`src/rtl/bias_add_bank.sv`:
```
// Per-lane signed bias add with saturation; bias set selected by an
// auto-advancing output-channel group counter, one-deep registered output.
module bias_add_bank #(
  parameter int unsigned N_adder_tree = 16,
  parameter int unsigned DATA_W       = 18,
  parameter int unsigned N_GROUPS     = 4,
  parameter int unsigned GRP_W        = (N_GROUPS > 1) ? $clog2(N_GROUPS) : 1,
  parameter int unsigned LANE_W       = (N_adder_tree > 1) ? $clog2(N_adder_tree) : 1
) (
  input  logic                           clk,
  input  logic                           rst_n,
  input  logic                           cfg_we,
  input  logic [GRP_W-1:0]               cfg_group,
  input  logic [LANE_W-1:0]              cfg_lane,
  input  logic [DATA_W-1:0]              cfg_data,
  input  logic                           start,
  input  logic                           in_valid,
  output logic                           in_ready,
  input  logic [N_adder_tree*DATA_W-1:0] in_data,
  output logic                           out_valid,
  input  logic                           out_ready,
  output logic [N_adder_tree*DATA_W-1:0] out_data,
  output logic [GRP_W-1:0]               out_group,
  output logic                           out_last
);

  localparam int unsigned BUS_W = N_adder_tree * DATA_W;
  localparam logic [GRP_W-1:0]  LAST_GRP = GRP_W'(N_GROUPS - 1);
  localparam logic [DATA_W-1:0] SAT_MAX  = {1'b0, {(DATA_W-1){1'b1}}};
  localparam logic [DATA_W-1:0] SAT_MIN  = {1'b1, {(DATA_W-1){1'b0}}};

  logic [DATA_W-1:0] bias [N_GROUPS][N_adder_tree];
  logic [GRP_W-1:0]  grp;
  logic [GRP_W-1:0]  grp_next;
  logic              out_valid_next;
  logic              accept;
  logic              cfg_hit;
  logic [DATA_W:0]   lane_sum;
  logic [BUS_W-1:0]  sum_data;

  assign in_ready = !out_valid || out_ready;
  assign accept   = in_valid && in_ready;
  assign cfg_hit  = cfg_we && (32'(cfg_group) < N_GROUPS) && (32'(cfg_lane) < N_adder_tree);

  // Bias table; a same-cycle write is seen by the following beat only.
  always_ff @(posedge clk or negedge rst_n) begin
    if (!rst_n) begin
      for (int g = 0; g < int'(N_GROUPS); g++) begin
        for (int l = 0; l < int'(N_adder_tree); l++) begin
          bias[g][l] <= '0;
        end
      end
    end else if (cfg_hit) begin
      bias[cfg_group][cfg_lane] <= cfg_data;
    end
  end

  // Sign-extended add; overflow shows as disagreement of the top two sum bits.
  always_comb begin
    sum_data = '0;
    lane_sum = '0;
    for (int i = 0; i < int'(N_adder_tree); i++) begin
      lane_sum = {in_data[i*DATA_W + DATA_W - 1], in_data[i*DATA_W +: DATA_W]}
               + {bias[grp][i][DATA_W-1], bias[grp][i]};
      if (lane_sum[DATA_W] != lane_sum[DATA_W-1]) begin
        sum_data[i*DATA_W +: DATA_W] = lane_sum[DATA_W] ? SAT_MIN : SAT_MAX;
      end else begin
        sum_data[i*DATA_W +: DATA_W] = lane_sum[DATA_W-1:0];
      end
    end
  end

  // Next-state for group sequencing and output occupancy; start beats increment.
  always_comb begin
    grp_next       = grp;
    out_valid_next = out_valid;
    if (start) begin
      grp_next = '0;
    end else if (accept) begin
      grp_next = (grp == LAST_GRP) ? '0 : GRP_W'(grp + 1'b1);
    end
    if (accept) begin
      out_valid_next = 1'b1;
    end else if (out_ready) begin
      out_valid_next = 1'b0;
    end
  end

  always_ff @(posedge clk or negedge rst_n) begin
    if (!rst_n) begin
      grp       <= '0;
      out_valid <= 1'b0;
      out_data  <= '0;
      out_group <= '0;
      out_last  <= 1'b0;
    end else begin
      grp       <= grp_next;
      out_valid <= out_valid_next;
      if (accept) begin
        out_data  <= sum_data;
        out_group <= grp;
        out_last  <= (grp == LAST_GRP);
      end
    end
  end

endmodule

```
`config.mk`:
```
export PLATFORM = sky130hd
export DESIGN_NAME = bias_add_bank
export DESIGN_NICKNAME = d
export VERILOG_FILES = /design/src/rtl/bias_add_bank.sv
export SDC_FILE = /design/constraint.sdc
export NUM_CORES = 2
export LEC_CHECK = 0
export CAP_MARGIN = 20
export CELL_PAD_IN_SITES_DETAIL_PLACEMENT = 1
export CELL_PAD_IN_SITES_GLOBAL_PLACEMENT = 1
export CORE_ASPECT_RATIO = 1.1
export CORE_UTILIZATION = 35
export DETAILED_ROUTE_END_ITERATION = 12
export GPL_TIMING_DRIVEN = 0
export PLACE_DENSITY = 0.74
export REMOVE_ABC_BUFFERS = 1
export SYNTH_ARGS = -nofsm -noshare
export SYNTH_HDL_FRONTEND = slang
export SYNTH_SLANG_ARGS = --single-unit
```
`constraint.sdc`:
```
create_clock -name clk -period 13.5 [get_ports clk]
set_input_delay 2.7 -clock clk [delete_from_list [all_inputs] [get_ports clk]]
set_output_delay 2.7 -clock clk [all_outputs]
set_load 0.02 [all_outputs]
```
-- Word-level counts from Yosys, hierarchy flattened
Index checks and enable logic that the tools add are counted.
- bits in registers: 1446
- latch bits: 0
- bits in writable memories: 0
- bits in read-only memories: 0
- output and inout port bits: 293
- memories: 0
- add/sub/neg operators: 17
- $mul: 0
- div/mod/pow operators: 0
- magnitude comparators: 5
- equality and inequality tests: 17
- shifts and indexed selects: 0
- muxes and demuxes: 45
- bitwise operators: 3
- reductions and logical operators: 7
- operators by type and width (cell ; count):
    1152-bit bitwise mux ; 1
    288-bit two-way mux ; 3
    18-bit two-way mux ; 33
    288-bit binary-select mux with 2-bit select ; 1
    288-bit demux with 2-bit select ; 1
    18-bit by 18-bit adder with 19-bit output ; 16
    18-bit demux with 4-bit select ; 1
    1-bit inequality test ; 16
    3-bit >= comparator, second input constant ; 2
    2-bit two-way mux ; 3
    2-bit NOT with 3-bit output ; 2
    5-bit >= comparator, second input constant ; 1
    5-bit by 1-bit < comparator with 1-bit output, second input constant ; 1
    4-bit NOT with 5-bit output ; 1
    2-bit nonzero test ; 2
    1-bit logical AND ; 3
    3-bit by 1-bit < comparator with 1-bit output, second input constant ; 1
    2-bit by 1-bit adder with 2-bit output, second input constant ; 1
    2-bit equality test, second input constant ; 1
    1-bit two-way mux ; 2
    1-bit logical NOT ; 1
    1-bit logical OR ; 1

-- Depth between registers and ports, before layout
- depth in word-level cells: 8
- gate-level depth with buffers: 17
- mapped depth without buffers: 12

-- Worst setup path before layout
OpenSTA, ideal clock, no wires.
- path kind: in2out
- start: input port out_ready
- end: output port in_ready
- arrival time: 2.943 ns
- setup slack: 7.857 ns
- stages: 1
- buffers on the path: 0
- path through: nand2b_1
- word-level cells in the longest chain between the ends: 1
- ends and longest elaborated chain (element ; RTL line ; RTL):
    start: declaration ; 21 ; input logic out_ready,
    1-bit logical OR ; 41 ; assign in_ready = !out_valid || out_ready;
    end: declaration ; 18 ; output logic in_ready,
No other way between the ends.

-- Worst setup path in the final report
Ends and elaborated chain as after synthesis.

==> flow_summary.ini <==
[clock_network]
cts-resized-gates = 0
ctsHoldBuffers = 0
path_clk_slew_ns = 0.06
cts_buffer_depth = 3
clkLatencyLatePin_ns = 0.84
cts_tree = done
cts_buffers = 167
cts_setup_buffers = 0
cts_sinks = 1446
htree_levels = 4
clockRootBuffer = clkbuf_16

[sta]
relSlewSlack_pct = 25.6
finalSetupTns_ns = 0
setup_viol = 0
min_period_ns = 6.71
whs_ns = 0.479
tightest_slew_ns = 1.12
final.setup_skew_ns = 0.0457
rsz0062_at_grt = no
max_freq_mhz = 149
slew_violations = 0
hold_viol_final = 0
period_share_pct = 49.7

[critical_path]
worstSetupPathType = primary input to output port
r2r-end = out_data[101]$_DFFE_PN0P_
crit_path_max_fanout = 4
crit_arrival_ns = 4.01
ff2ff_path_depth = 16
start_kind = primary input
r2r-start = grp[0]$_DFFE_PN0P_
rrSetupSlack_ns = 7.11
worst-endpoint-required_ns = 10.80
end_kind = output port

[yosys]
avgSynthCellArea_sq_um = 12.8
yosysSeqAreaShare_pct = 48.6
synth.distinct_cells = 78
synth_largest_area_cell = dfrtp_1
netlist_area_sq_um = 74500
synth_area_leaders = dfrtp_1 (49%), mux2_2 (18%), mux4_2 (8.7%)
ys_seq_elements = 1446
yosysWarnings = 0
synth_cells = 5814
yosys.area.top_type_share_pct = 48.6
synth_top_flop_cell = dfrtp_1
async_flop_share_pct = 100
synth_edf_count = 0

[run_status]
status = complete, no violations

[floorplan]
coreArea_sq_um = 211000
dieWidth_um = 442
std_cell_rows = 177
die_area_sq_um = 215000
boundaryPins = 611
start_util_pct = 35.2
die_y_um = 486

[power_and_ir_drop]
ir_drop_mv = 0.111
net-switching-power_w = 0.00482
power_density_nw_per_um2 = 165
clkPwrFrac_pct = 32.6
pwr-share-seq_pct = 37.4
p_int_w = 0.0101
comb_power_share_pct = 30.0
swShare_pct = 32.3
p_leak_nw = 41.2

[global_routing]
grt_pass1_vias = 56400
grt_overflow = 0
grt_pass1_wl_um = 358000
antenna_found_initial = 30
grt_use_total_pct = 21.7
grt_max_degree = 186

[final_layout]
nets = 6938
instances_no_fill = 9243
final_cell_mix = dfrtp_1 (1444), mux2_2 (1162), clkdlybuf4s50_1 (591)
drive_above_1_share_pct = 29.2
fillCellCount = 21900
area_growth_pct = 21.4
mostFrequentLayoutCell = dfrtp_1

[min_path]
min_path_cells = 2
min_from = out_data[173]$_DFFE_PN0P_
hold_class = flip-flop to flip-flop
hold-path-endpoint = out_data[173]$_DFFE_PN0P_

[placement]
portBuffers = 610
dp.final_hpwl_um = 162000
place.gp.congestion = 0.864
dp.cells = 8915

[route]
first_iter_violations = 2448
ant_nets = 0
dr.pass1.iters = 5
vias_per_cell = 5.49
totalWireLength_um = 232000
wl_per_cell_um = 25.1
vias = 50800
drc = 0

[job]
max-cap-violations = 0
-- worst max path at each step --
| stage | slack (ns) | from | end |
|---|---|---|---|
| global placement | -54.34 | rst_n | out_data[41]$_DFFE_PN0P_ |
| global route | 6.60 | grp[0]$_DFFE_PN0P_ | out_data[101]$_DFFE_PN0P_ |
| floorplan | -1.17 | grp[0]$_DFFE_PN0P_ | out_data[280]$_DFFE_PN0P_ |
| finish | 6.79 | out_ready | in_ready |
| detailed placement | 6.46 | in_data[108] | out_data[115]$_DFFE_PN0P_ |
| CTS | 6.78 | out_ready | in_ready |
-- critical path: stages --
cell	delay [ns]
clkdlybuf4s50_1	0.45
nand2b_1	0.21
clkdlybuf4s50_1	0.64
-- sequential cells by signal (all words and copies together), names as in the netlist --
signal	flops
out_valid	1
grp	2
out_data	288
bias	1152
out_group	2
out_last	1
-- cell type report --
cell class	instances	area (sq um)	share of cell area, %
well taps	2774	3470	3.84
diodes	17	42.5	0.0471
flip-flops and latches	1446	36200	40.0
clock inverters	76	1160	1.29
clock buffers	230	4730	5.23
multi-input cells	3950	36800	40.7
inverters	59	221	0.245
repair buffers	691	7820	8.65
-- logic make-up (layout without fill, tap and decap cells) --
logic type	Yosys count	in the layout	share of synthesized area, %
AO/OA/AOI/OAI	1064	1064	9.49
XOR/XNOR	215	215	2.53
adder cells (fa/ha/maj)	314	314	5.41
buffers and inverters	418	1056	2.13
flip-flops	1446	1446	48.6
multiplexers	1460	1460	26.4
other	0	17	0
AND/OR/NAND/NOR	897	897	5.42
-- synth_stat cells (8+ instances only) --
library cell	count
dfrtp_1	1446
mux2_2	1162
nand2_1	339
a21oi_1	289
ha_1	289
mux4_2	288
clkbuf_1	284
nor2_1	268
o21ai_0	155
xnor2_1	147
a21o_1	124
o21ai_1	119
a221o_1	96
xor2_1	68
buf_1	66
inv_1	59
nand2b_1	50
nor3_1	50
nand3_1	44
o21a_1	34
o21bai_1	28
a31oi_1	26
and3_1	24
a211oi_1	21
a211o_1	20
and2_1	19
nor2b_1	19
nand4_1	17
fa_1	16
o211ai_1	14
a22o_1	13
nor4_1	13
o31ai_1	13
nand3b_1	10
or3_1	10
a2bb2oi_1	9
maj3_1	9
mux2i_1	9
nor3b_1	9
a31o_2	8
buf_2	8
-- power by group through the flow --
stage | clock, W | combinational, W | sequential, W
after floorplan | 0 | 0.00232 | 0.00598
after global placement | 0 | 0.00437 | 0.00574
after detailed placement | 0 | 0.00447 | 0.00566
after CTS | 0.00498 | 0.00451 | 0.00559
after global routing | 0.00513 | 0.00484 | 0.00569
final | 0.00486 | 0.00448 | 0.00559
-- layer usage --
| layer | wire, um | share of wire [%] | vias up | global-route usage (%) |
|---|---|---|---|---|
| li1 | - | - | 22600 | - |
| met1 | 98000 | 42 | 26900 | 27.2 |
| met2 | 117000 | 50 | 910 | 37.2 |
| met3 | 8590 | 3.7 | 363 | 3.44 |
| met4 | 8800 | 3.8 | 20 | 9.16 |
| met5 | 139 | 0.060 | - | 0 |
-- stage by stage --
step | setup WS [ns] | area (sq um) | utilization, % | power, W
3_3_place_gp | -54.34 | 82700 | 39.1 | 0.0101
4_1_cts | 6.78 | 90300 | 42.7 | 0.0151
6_report | 6.79 | 90400 | 42.8 | 0.0149
3_5_place_dp | 6.46 | 84400 | 39.9 | 0.0101
2_1_floorplan | -1.17 | 73100 | - | 0.00830
5_1_grt | 6.60 | 90400 | 42.7 | 0.0157
Power figures use the tool's default switching activity.
==> patch (same flow settings) <==
Change the parameter `DATA_W` from 18 to 20.
--- a/src/rtl/bias_add_bank.sv
+++ b/src/rtl/bias_add_bank.sv
@@ -2,7 +2,7 @@
 // auto-advancing output-channel group counter, one-deep registered output.
 module bias_add_bank #(
   parameter int unsigned N_adder_tree = 16,
-  parameter int unsigned DATA_W       = 18,
+  parameter int unsigned DATA_W       = 20,
   parameter int unsigned N_GROUPS     = 4,
   parameter int unsigned GRP_W        = (N_GROUPS > 1) ? $clog2(N_GROUPS) : 1,
   parameter int unsigned LANE_W       = (N_adder_tree > 1) ? $clog2(N_adder_tree) : 1
Interface: changed (resized cfg_data, in_data and out_data); port bits go from 611 to 677. The function was not compared with the original's and may differ.
==> patch against the unedited design <==
  * Total power rose by 12%
  * First-iteration DRC count rose by 31%
  * Critical path type unchanged
  * Maximum frequency barely moved
  * Area after synthesis rose by 13%
  * Final cell count rose by 14%
  * Utilization fell by 0.23 points
  * Largest cell class unchanged
  * Synthesized cell count rose by 16%
  * Die area rose by 13%
  * Largest power group unchanged
  * Cell area rose by 12%
  * Setup slack got worse by 0.0052 ns
  * Routed wire length rose by 11%
  * Sequential cell count rose by 160
==> patch: results (changes against the unedited design) <==
outcome completed; fraction of layout cells with a size suffix above 1 0.286 (-0.00631); Post-DP HPWL 183 mm (+13%); first-pass GRT wire length 396 mm (+11%); inverter count 130 (+120%); top cells by area, synth dfrtp_1 (48%), mux2_2 (17%), mux4_2 (8.6%), ha_1 (4.8%), o21ai_0 (2.6%); fraction of area in multi-input gates 0.411 (+0.00429); FMAX 149 MHz (about the same); Leak Pwr 46.2 nW (+12%); Area Overhead vs Synth 20.8%; Yosys reg bits 1,606 (+11%); clock-cell share of area 0.0626 (-0.00251); initial antenna violation count 32 (+6.7%); mapped cell area 84,000 um2 (+13%); Avg Cell Area, Syn 12.4 um2 (-3.2%); non-clk buf share 0.0859 (-0.000567); ant diodes 21 (+4); Regs by FF count bias: 1280 flops, out_data: 320 flops; WL met3 9.90 mm (+15%); first drt pass iteration count 7 (+2); DR vias/cell 5.42 (-1.3%); worst slew pin tran 1.14 ns (+0.0259 ns); fillers 24,800 (+13%); Reg area 40,200 um2 (+11%); CTS buffer count 179 (+7.2%); synth unique cells 89 (+14%); GRT Total Usage 0.214 (-0.00358)
## patch: cell count changes in the layout (fill, tap and decap cells not counted), moves of 71 or more
cell,change
dfrtp_1,+160
o21ai_1,-105
a221o_1,-89
o21ai_0,+280
nand2_1,+129
inv_1,+71
mux2_2,+119
## patch: how the worst min path moves through the flow
stage                                     endpoint  cells after the start  slack [ns]                      from
final                         out_last$_DFFE_PN0P_                      2        0.47      out_last$_DFFE_PN0P_
after global routing      out_data[55]$_DFFE_PN0P_                      2        0.49  out_data[55]$_DFFE_PN0P_
after CTS                     out_last$_DFFE_PN0P_                      2        0.48      out_last$_DFFE_PN0P_
after detailed placement      out_last$_DFFE_PN0P_                      2        0.46      out_last$_DFFE_PN0P_
after global placement    out_data[53]$_DFFE_PN0P_                      2        0.46  out_data[53]$_DFFE_PN0P_
after floorplan              bias[420]$_DFFE_PN0P_                      1        0.47     bias[420]$_DFFE_PN0P_
## patch: layer usage
layer  GRT usage  up-vias
met1       0.269    30100
li1            -    25800
met3      0.0323      362
met2       0.368     1041
met5           0        -
met4      0.0801       14
## patch: cell families after synthesis
family / after synthesis / synth area share
compound gates: 1269 / 0.0961
fa+ha+maj: 376 / 0.0563
xor+xnor: 244 / 0.0261
simple gates: 1092 / 0.0585
buf+inv: 576 / 0.0261
mux: 1608 / 0.258
flops: 1606 / 0.479
## patch: power breakdown
part	switching, W	internal [W]
combinational	0.00278	0.00242
clock	0.00211	0.00314
sequential	0.000522	0.00573
total	0.00542	0.0113
## patch: worst max-delay path, delay by kind of cell
kind | cells | cell delay [ns]
buffers and inverters | 2 | 1.09
AND/OR/NAND/NOR | 1 | 0.22
